### config.mk
export PLATFORM = sky130hd
export DESIGN_NAME = rv32i_mem
export DESIGN_NICKNAME = d
export VERILOG_FILES = /design/src/rtl/rv32i_mem.sv
export SDC_FILE = /design/constraint.sdc
export NUM_CORES = 1
export LEC_CHECK = 0
export CAP_MARGIN = 5
export CORE_MARGIN = 3
export CORE_UTILIZATION = 40
export CTS_CLUSTER_SIZE = 14
export DETAILED_ROUTE_END_ITERATION = 10
export PLACE_DENSITY_LB_ADDON = 0.2
export SLEW_MARGIN = 40
export SYNTH_ARGS = -nofsm -noshare
export SYNTH_HDL_FRONTEND = slang
export SYNTH_SLANG_ARGS = --single-unit
### constraint.sdc
create_clock -name clk -period 1.7 [get_ports clk]
set_input_delay 0.34 -clock clk [delete_from_list [all_inputs] [get_ports clk]]
set_output_delay 0.34 -clock clk [all_outputs]
set_load 0.02 [all_outputs]
### src/rtl/rv32i_mem.sv
// RV32I MEM stage: req/ack data-memory access with lane steering and load extension.
// Feeds the MEM/WB register; wb_data doubles as the mem_wb forwarding source.
module rv32i_mem #(
    parameter int unsigned ACK_TIMEOUT = 0
) (
    input  logic        clk,
    input  logic        rst_n,
    input  logic        ex_valid,
    input  logic [31:0] ex_alu_result,
    input  logic [31:0] ex_rs2_d,
    input  logic [4:0]  ex_rd_addr,
    input  logic        ex_reg_write,
    input  logic        ex_mem_read,
    input  logic        ex_mem_write,
    input  logic [2:0]  ex_funct3,
    output logic        mem_stall,
    output logic        dmem_req,
    output logic        dmem_we,
    output logic [31:0] dmem_addr,
    output logic [3:0]  dmem_be,
    output logic [31:0] dmem_wdata,
    input  logic        dmem_ack,
    input  logic [31:0] dmem_rdata,
    output logic        wb_valid,
    output logic [4:0]  wb_rd_addr,
    output logic        wb_reg_write,
    output logic [31:0] wb_data,
    output logic        mem_exc,
    output logic        bus_err
);

    typedef enum logic {IDLE, REQ} state_t;

    state_t      state_q;
    logic        req_q, we_q, rw_q;
    logic [31:0] addr_q, wdata_q;
    logic [3:0]  be_q;
    logic [2:0]  f3_q;
    logic [1:0]  lane_q;
    logic [4:0]  rd_q;
    logic [31:0] cnt_q;
    logic        wb_valid_q, wb_rw_q, exc_q, berr_q;
    logic [4:0]  wb_rd_q;
    logic [31:0] wb_data_q;

    logic        access, legal, timeout;
    logic [3:0]  be_d;
    logic [31:0] wdata_d, shifted, load_d;

    always_comb begin
        access = ex_valid & (ex_mem_read | ex_mem_write);
        legal  = 1'b0;
        unique case (ex_funct3)
            3'b000:  legal = 1'b1;
            3'b001:  legal = ~ex_alu_result[0];
            3'b010:  legal = (ex_alu_result[1:0] == 2'b00);
            3'b100:  legal = ~ex_mem_write;
            3'b101:  legal = ~ex_mem_write & ~ex_alu_result[0];
            default: legal = 1'b0;
        endcase
        if (ex_mem_read & ex_mem_write)
            legal = 1'b0;
    end

    always_comb begin
        be_d    = 4'b1111;
        wdata_d = ex_rs2_d;
        unique case (ex_funct3[1:0])
            2'b00: begin
                be_d    = 4'b0001 << ex_alu_result[1:0];
                wdata_d = {4{ex_rs2_d[7:0]}};
            end
            2'b01: begin
                be_d    = 4'b0011 << ex_alu_result[1:0];
                wdata_d = {2{ex_rs2_d[15:0]}};
            end
            default: begin
                be_d    = 4'b1111;
                wdata_d = ex_rs2_d;
            end
        endcase
    end

    always_comb begin
        shifted = dmem_rdata >> {lane_q, 3'b000};
        unique case (f3_q)
            3'b000:  load_d = {{24{shifted[7]}}, shifted[7:0]};
            3'b001:  load_d = {{16{shifted[15]}}, shifted[15:0]};
            3'b100:  load_d = {24'd0, shifted[7:0]};
            3'b101:  load_d = {16'd0, shifted[15:0]};
            default: load_d = dmem_rdata;
        endcase
    end

    // ack in the limit cycle takes priority over the timeout
    assign timeout = (ACK_TIMEOUT != 0) && (cnt_q == ACK_TIMEOUT - 1);

    always_comb begin
        if (state_q == IDLE)
            mem_stall = rst_n & access & legal;
        else
            mem_stall = rst_n & ~dmem_ack;
    end

    always_ff @(posedge clk or negedge rst_n) begin
        if (!rst_n) begin
            state_q    <= IDLE;
            req_q      <= 1'b0;
            we_q       <= 1'b0;
            rw_q       <= 1'b0;
            addr_q     <= '0;
            wdata_q    <= '0;
            be_q       <= '0;
            f3_q       <= '0;
            lane_q     <= '0;
            rd_q       <= '0;
            cnt_q      <= '0;
            wb_valid_q <= 1'b0;
            wb_rw_q    <= 1'b0;
            wb_rd_q    <= '0;
            wb_data_q  <= '0;
            exc_q      <= 1'b0;
            berr_q     <= 1'b0;
        end else begin
            exc_q  <= 1'b0;
            berr_q <= 1'b0;
            unique case (state_q)
                IDLE: begin
                    if (access && legal) begin
                        state_q    <= REQ;
                        req_q      <= 1'b1;
                        we_q       <= ex_mem_write;
                        rw_q       <= ex_reg_write & (ex_rd_addr != 5'd0);
                        addr_q     <= {ex_alu_result[31:2], 2'b00};
                        wdata_q    <= wdata_d;
                        be_q       <= be_d;
                        f3_q       <= ex_funct3;
                        lane_q     <= ex_alu_result[1:0];
                        rd_q       <= ex_rd_addr;
                        cnt_q      <= '0;
                        wb_valid_q <= 1'b0;
                    end else if (access) begin
                        wb_valid_q <= 1'b1;
                        wb_rd_q    <= ex_rd_addr;
                        wb_rw_q    <= 1'b0;
                        wb_data_q  <= ex_alu_result;
                        exc_q      <= 1'b1;
                    end else begin
                        wb_valid_q <= ex_valid;
                        wb_rd_q    <= ex_rd_addr;
                        wb_rw_q    <= ex_reg_write;
                        wb_data_q  <= ex_alu_result;
                    end
                end
                REQ: begin
                    if (dmem_ack) begin
                        state_q    <= IDLE;
                        req_q      <= 1'b0;
                        wb_valid_q <= 1'b1;
                        wb_rd_q    <= rd_q;
                        wb_rw_q    <= ~we_q & rw_q;
                        wb_data_q  <= we_q ? 32'd0 : load_d;
                    end else if (timeout) begin
                        state_q    <= IDLE;
                        req_q      <= 1'b0;
                        wb_valid_q <= 1'b1;
                        wb_rd_q    <= rd_q;
                        wb_rw_q    <= 1'b0;
                        wb_data_q  <= '0;
                        berr_q     <= 1'b1;
                    end else begin
                        cnt_q <= cnt_q + 32'd1;
                    end
                end
                default: state_q <= IDLE;
            endcase
        end
    end

    assign dmem_req     = req_q;
    assign dmem_we      = we_q;
    assign dmem_addr    = addr_q;
    assign dmem_be      = be_q;
    assign dmem_wdata   = wdata_q;
    assign wb_valid     = wb_valid_q;
    assign wb_rd_addr   = wb_rd_q;
    assign wb_reg_write = wb_rw_q;
    assign wb_data      = wb_data_q;
    assign mem_exc      = exc_q;
    assign bus_err      = berr_q;

endmodule

# Word-level counts from Yosys, hierarchy flattened
# Index checks and enable logic that the tools add are counted.
# totals
wordCells,82
output_inout_bits,112
mem_bits_rw,0
mem_count,0
romBits,0
in_bits,111
ff_bits,120
latchBits,0
# classes
magnitude_cmp,0
n_bitwise,14
n_mul,0
addsub,0
div_mod_pow,0
n_eq_ne,11
shift,3
n_reduce_logical,9
mux,30
# ops
operator,n
32-bit case mux with 2 select lines,2
32-bit case mux with 4 select lines,1
32-bit two-way mux,3
32-bit by 5-bit right shift with 16-bit output,1
1-bit two-way mux,15
3-bit equality test (second input constant),4
5-bit two-way mux,2
5-bit case mux with 2 select lines,1
1-bit AND,8
1-bit case mux with 2 select lines,4
4-bit case mux with 2 select lines,1
3-bit by 1-bit equality test with 1-bit output (second input constant),2
3-bit zero test,2
2-bit AND reduction,3
1-bit NOT,5
1-bit case mux with 5 select lines,1
5-bit nonzero test,1
2-bit zero test,2
2-bit != test (second input constant),2
1-bit by 2-bit left shift with 4-bit output (first input constant),1
2-bit by 2-bit left shift with 4-bit output (first input constant),1
3-bit by 2-bit equality test with 1-bit output (second input constant),1
2-bit by 1-bit equality test with 1-bit output (second input constant),1
2-bit by 1-bit != test with 1-bit output (second input constant),1
2 further kinds,2

# Longest topological paths before layout
# Gate-level depths: netlist (run 1).
# depth
word_depth,7
mapped_depth,8
depth_no_buf,5

# Least setup slack after synthesis (run 1)
# OpenSTA, ideal clock, no wires.
# synth_path
path_type,in2out
start,input port ex_funct3[0]
end,output port mem_stall
t_required_ps,1360
stages,6
n_path_buf,2
slack_ps,-143
arrival_time_ps,1503
path_cell_list,clkbuf_1 o21ai_1 and4_1 a2bb2oi_2 clkbuf_1 nor2b_1
# synth_between
elab_chain_cells,5
elab_cells_between_ends,9
cone_classes,eq/ne (4); mux (3); bitwise (1); reduce/logical (1)
# synth_lines
item,line,rtl
"start, declared",15,"input logic [2:0] ex_funct3,"
3-bit equality test (tied with other cells),53,unique case (ex_funct3)
1-bit case mux with 5 select lines *,53,
1-bit two-way mux *,61,if (ex_mem_read & ex_mem_write)
1-bit AND *,100,mem_stall = rst_n & access & legal;
1-bit two-way mux *,99,if (state_q == IDLE)
"end, declared",16,"output logic mem_stall,"
# Every way passes the cells marked *; elsewhere a longest branch is shown, timed or not.

# Final worst setup path (run 1)
# layout_path
start,register lane_q[1]
end,"register wb_data_q[29], in the netlist wb_data[29]"
# layout_between
elab_chain_cells,5
# layout_lines
item,line,rtl
"start, declared",39,logic [1:0] lane_q;
"start signal, assigned",138,lane_q <= ex_alu_result[1:0];
32-bit by 5-bit right shift with 16-bit output,85,"shifted = dmem_rdata >> {lane_q, 3'b000};"
32-bit case mux with 4 select lines,86,unique case (f3_q)
32-bit two-way mux,162,wb_data_q <= we_q ? 32'd0 : load_d;
32-bit two-way mux,156,if (dmem_ack) begin
32-bit case mux with 2 select lines,127,unique case (state_q)
"end signal, assigned",146,wb_data_q <= ex_alu_result;
"end signal, assigned",152,wb_data_q <= ex_alu_result;
"end signal, assigned",162,
"end, declared",44,logic [31:0] wb_data_q;
# No other way between the ends. The select of a mux whose other input is x is not followed.
# A chain may end at the register's enable or synchronous reset.

==> flow_summary.ini, run 1 <==
[worst_setup_path]
path_cells = mux2i_2 > nor3_2 > a31oi_1 > a2111o_1 > buf_12 > a31oi_2
crit_type = reg -> reg
critPathLaunchType = register
reg2reg_to = wb_data[29]
crit_arrival_ns = 2.06
crit_path_start = lane_q[1]
crit_family = compound AO/OA/AOI/OAI gates
cp-end-kind = register
critPathMaxStageDelay_ns = 0.48
slowest_stage = a2111o_1
critPathBufInv = 1
worstPathMaxFanout = 14
r2r-start = lane_q[1]
rrSetupSlack_ns = -0.04
cp.required_ns = 2.03
ff2ff_path_depth = 6

[clock_tree]
clock_latency_ns = 0.42
cts_buffers = 17
cts_tree = built
numClockSinks = 120
cts_buffer_depth = 2
clk_pin_slew_worst_paths_ns = 0.05
h-tree-depth = 4
cts_root_buffer = clkbuf_16

[cells_and_area]
drive_above_1_share_pct = 13.5
n_fill_cell = 1146
stdcell_count = 1112
stdcell_area_sq_mm = 0.00927
antenna_cells = 0
final_net_count = 1030
area_growth_pct = 59.9

[place]
port_buffers = 219
dp_hpwl_mm = 14.1
dp.cells = 1075
dp_slack_ns = -0.764
detailed_place.area_sq_mm = 0.00855
gp_congestion = 0.825

[route]
dr.pass1.iters = 7
ant_nets = 0
vias = 5725
drt_iter0_markers = 389
vias_per_cell = 5.15
wl_per_cell_um = 17.1
wl_mm = 19.1
drcViolationCount = 0

[timing]
fmax_mhz = 576
rsz0062_at_grt = true
min_period_ns = 1.74
maxSlewViolCount = 0
timing.slew.headroom_pct = 56.0
finalCritPeriodShare_pct = 102
holdWs_ns = 0.0485
tightest_slew_ns = 0.660
layout_setup_ws_ns = -0.0373
hold_viol = 0
final.setup_skew_ns = 0.00658
setup_viol = 17

[power_and_ir_drop]
power.switching_mw = 3.89
p_int_mw = 8.21
comb_power_share_pct = 31.3
power_frac_clock_pct = 35.9
netSwitchingFraction_pct = 32.2
leakagePower_nw = 4.54
ir_drop_mv = 0.786
power_mw = 12.1
p_per_area_mw_per_mm2 = 1310
power_frac_seq_pct = 32.7

[flow_run]
max_cap_viol_count = 0

[logic_synthesis]
netlist_instances = 664
yosysWarningCount = 0
ys.flop_type = dfrtp_1
synth_edf_count = 0
async_reset_ff_share_pct = 100
synth-seq-area-share_pct = 51.8
synthDistinctLibCells = 35
synth_area_per_cell_sq_um = 8.73
synth-seq-cells = 120
synth.cell_area_sq_mm = 0.00580

[floorplanning]
start_util_pct = 41.3
die_h_um = 126
num_rows = 43
ios = 223
core_area_sq_mm = 0.0140
die_area_sq_mm = 0.0160
die_w_um = 126

[global_route]
grt_max_degree = 121
grt_pass1_vias = 5892
grt_pass1_wl_mm = 30.5
track_usage_pct = 24.0
antenna_found_initial = 0
grt_overflow = 0

[run_status]
failed_checks = negative setup slack
status = finished with violations

[worst_hold_path]
hold_class = in -> async
## cell usage after synthesis (all sizes together), types with 2 or more instances
cell type / n / area [sq um]
nor3: 4 / 20.0
o21ai: 46 / 230
nor2b: 17 / 106
mux2i: 39 / 390
clkbuf: 27 / 101
a221o: 8 / 80.1
nand2: 181 / 679
a31oi: 28 / 175
inv: 21 / 78.8
o221ai: 8 / 70.1
and2: 7 / 43.8
nor2: 66 / 248
buf: 22 / 131
dfrtp: 120 / 3000
a21oi: 38 / 190
nand3b: 2 / 15.0
a22oi: 9 / 67.6
a21boi: 8 / 60.1
## layout by cell type, fill, tap and decap left out, types with 2 or more instances in the layout
master	Yosys	routed
mux2i_1	39	37
o21ai_2	0	5
nand2_1	181	180
nor3_2	0	2
clkinvlp_4	0	5
a221o_1	8	8
mux2i_2	0	2
buf_4	4	53
conb_1	1	3
dfrtp_1	120	117
nand3b_1	2	2
buf_12	0	7
nor2b_1	17	14
dfrtp_2	0	3
bufinv_16	0	7
clkbuf_8	0	4
a21oi_2	0	2
a21boi_0	8	8
nor2b_2	0	2
dlymetal6s2s_1	0	2
clkdlybuf4s50_1	0	100
nor3_1	4	2
buf_6	2	6
a21oi_1	38	36
a22oi_1	9	9
a31oi_2	0	2
inv_1	21	20
and2_1	7	7
o221ai_1	8	8
a31oi_1	28	26
o21ai_0	44	40
clkbuf_16	0	17
nor2_1	66	65
dlygate4sd2_1	0	115
## logic make-up (layout without fill, tap and decap cells)
logic type / Yosys count / after routing / share of synthesized area (%)
AOI/OAI and AO/OA: 150 / 150 / 16.1
muxes: 39 / 39 / 6.73
DFF: 120 / 120 / 51.8
and+or+nand+nor: 283 / 283 / 19.9
buffers and inverters: 71 / 337 / 5.44
other: 1 / 3 / 0.0647
## flip-flops by register name (all words and copies together) (netlist names), 2 cells and up
signal	cells
dmem_addr	30
wb_data	32
dmem_be	4
lane_q	2
wb_rd_addr	5
f3_q	3
dmem_wdata	32
rd_q	5
## worst max-delay path by stage
stage                   to  slack (ns)  cells past startpoint
3_5_place_dp     mem_stall       -0.76                      6
6_report       wb_data[29]       -0.04                      6
4_1_cts          mem_stall       -0.07                      6
5_1_grt        wb_data[19]       -0.11                      6
2_1_floorplan    mem_stall      0.0002                      6
3_3_place_gp     mem_stall       -0.75                      6
## power by group through the flow
| stage | Combinational, mW | Clock, mW | Sequential (mW) |
|---|---|---|---|
| floorplan | 1.22 | 0 | 4.69 |
| global placement | 4.04 | 0 | 3.99 |
| detailed placement | 4.11 | 0 | 4.02 |
| CTS | 3.78 | 4.40 | 3.97 |
| global route | 4.11 | 4.55 | 4.05 |
| finish | 3.79 | 4.35 | 3.96 |
## cell type report
| type | instances | area, sq um | share of cell area [%] |
|---|---|---|---|
| sequential | 120 | 3010 | 32.4 |
| timing repair buffer | 283 | 2640 | 28.5 |
| multi-input combinational | 475 | 2590 | 28.0 |
| clock buffer | 21 | 480 | 5.18 |
| clock inverter | 11 | 240 | 2.59 |
| tap | 180 | 225 | 2.43 |
| inverter | 22 | 86.3 | 0.931 |
## layer usage
layer | track usage (%) | vias up | wire length (um) | part of all wire [%]
li1 | - | 2747 | - | -
met1 | 29.8 | 2754 | 7820 | 41
met2 | 39.8 | 196 | 9370 | 49
met3 | 7.45 | 28 | 1460 | 7.7
met4 | 8.26 | 0 | 410 | 2.2
met5 | 0 | - | 0 | 0
## timing repair
action,CTS,global route
resized for setup,143,14
setup endpoints to repair,147,30
hold buffers,0,0
pin swaps,7,6
setup buffers,4,1
hold endpoints to repair,0,0
## per-stage QoR
step	util [%]	TNS [ns]
6_report	66.0	-0.302
5_1_grt	66.0	-1.92
4_1_cts	65.6	-0.123
3_5_place_dp	60.9	-46.68
3_3_place_gp	60.9	-41.98
2_1_floorplan	-	0
Power figures use the tool's default switching activity.
==> run 2: changes to the inputs <==
Settings changed: CAP_MARGIN 5 to unset.
==> results of run 2 <==
Same layout as run 1: the final DEF is identical, and so are final timing and power.
==> run 3: changes to the inputs <==
Settings changed: CAP_MARGIN set to 20, CORE_MARGIN 3 to 4.
==> run 3 against run 2 <==
  * The run still ends with negative setup slack left
  * Die area up 3.2%
  * Wire length grew 3.0%
  * Flip-flop and latch count unchanged
  * Worst setup slack worse by 0.061 ns
  * Critical path depth up 3
  * Global-route usage about the same
  * Combinational power increased by 2%
  * Clock-buffer cell count rose by 3
  * Sequential share of layout area up 0.30 points
  * Via count barely moved
  * Worst hold slack worse by 0.020 ns
  * Critical endpoint is now wb_data[15]
  * Largest cell class unchanged
==> flow_summary.ini, run 3 (synthesis gave the netlist of run 1 again) <==
[global_route]
grt_overflow = 0
grt_pass1_vias = 5826
antenna_found_initial = 0
grt_pass1_wl_mm = 31.0
track_usage_pct = 23.9
grt_max_degree = 121

[timing]
finalCritPeriodShare_pct = 106
rsz0062_at_grt = true
maxSlewViolCount = 0
fmax_mhz = 556
final.setup.tns_ns = -1.42
layout_setup_ws_ns = -0.0986
hold_viol = 0
final.setup_skew_ns = 0.00427
tightest_slew_ns = 0.663
min_period_ns = 1.80
setup_viol = 23
holdWs_ns = 0.0289
timing.slew.headroom_pct = 55.8

[worst_setup_path]
worstPathMaxFanout = 4
crit_arrival_ns = 2.14
cp-end-kind = register
crit_path_start = lane_q[1]
cp.required_ns = 2.04
critPathLaunchType = register
crit_type = reg -> reg
r2r-start = lane_q[1]

[clock_tree]
cts_hold_buf = 0
cts_tree = built
cts_buffer_depth = 2
cts_root_buffer = clkbuf_16
h-tree-depth = 4
clk_pin_slew_worst_paths_ns = 0.05
clock_latency_ns = 0.41
cts_buffers = 17
numClockSinks = 120

[route]
dr.pass1.iters = 5
wl_mm = 19.6
vias = 5727
vias_per_cell = 5.15
ant_nets = 0
drcViolationCount = 0
drt_iter0_markers = 447
wl_per_cell_um = 17.7

[cells_and_area]
n_fill_cell = 1166
multi_input_area_sq_mm = 0.00265
seqCellArea_sq_mm = 0.00301
layout_common_cells = nand2_1, dfrtp_1, dlygate4sd2_1
antenna_cells = 0
area_growth_pct = 58.4
final_common_cell = nand2_1
stdcell_area_sq_mm = 0.00919
final_net_count = 1030
drive_above_1_share_pct = 13.8

[place]
gp_congestion = 0.864
dp_hpwl_mm = 14.2
detailed_place.area_sq_mm = 0.00846
dp_slack_ns = -0.859
port_buffers = 219

[power_and_ir_drop]
p_per_area_mw_per_mm2 = 1230
ir_drop_mv = 0.700
power_mw = 11.3
leakagePower_nw = 4.50

[floorplanning]
start_util_pct = 41.3
die_area_sq_mm = 0.0165
die_w_um = 128
die_h_um = 128
num_rows = 43
core_area_sq_mm = 0.0140
ios = 223

[worst_hold_path]
hold_class = in -> async

[flow_run]
max_cap_viol_count = 0

[run_status]
failed_checks = negative setup slack
status = finished with violations
-- run 3: what timing repair did --
action                                  in CTS  in global routing
setup buffers                               11                  1
endpoints found under the setup margin     147                 33
pin swaps                                   11                  3
cloned                                       1                  0
resized for setup                          145                 25
-- run 3: cell type report --
type                       instances  area share (%)
tap                              180            2.45
clock buffer                      24            5.57
timing repair buffer             283            28.7
sequential                       120            32.7
multi-input combinational        475            28.8
clock inverter                     8           0.736
inverter                          22           0.940
-- run 3: routing by layer --
layer  vias to the layer above  GRT usage, %  part of all wire [%]
met5                         -             0                     0
met4                         0          8.55                   2.1
met3                        29          6.31                   6.8
met2                       196          39.3                    49
met1                      2754          30.7                    42
li1                       2748             -                     -
-- run 3: report_power, final --
group	internal, mW	leakage, nW	switching [mW]	total [mW]
clock	2.23	0.292	1.25	3.48
combinational	1.63	2.75	2.23	3.87
sequential	3.55	1.46	0.406	3.95
total	7.41	4.50	3.89	11.3
-- run 3: path summary, 6_finish.rpt --
| check | endpoint | slack (ns) | cells after the start |
|---|---|---|---|
| max | wb_data[15] | -0.1 | 9 |
| min | dmem_addr[10] | 0.03 | 2 |
| max reg2reg | wb_data[15] | -0.1 | 9 |
| min reg2reg | dmem_wdata[1] | 0.47 | 2 |
| max in group asynchronous | lane_q[1] | 1.11 | 2 |
| min in group clk | wb_valid | 0.29 | 3 |
-- run 3: metrics by stage --
| stage | util, % | cells |
|---|---|---|
| 6_report | 65.4 | 1112 |
| 3_3_place_gp | 60.2 | 1068 |
| 4_1_cts | 64.6 | 1111 |
| 3_5_place_dp | 60.2 | 1068 |
| 5_1_grt | 65.4 | 1112 |
| 2_1_floorplan | - | 666 |
-- run 3: critical path, cell delays in order (launching register included) --
cell,delay (ns)
dfrtp_2,0.45
buf_6,0.15
o21ai_2,0.12
nand2_1,0.09
buf_4,0.15
buf_6,0.10
buf_6,0.10
buf_4,0.11
a221o_1,0.32
a21oi_1,0.13
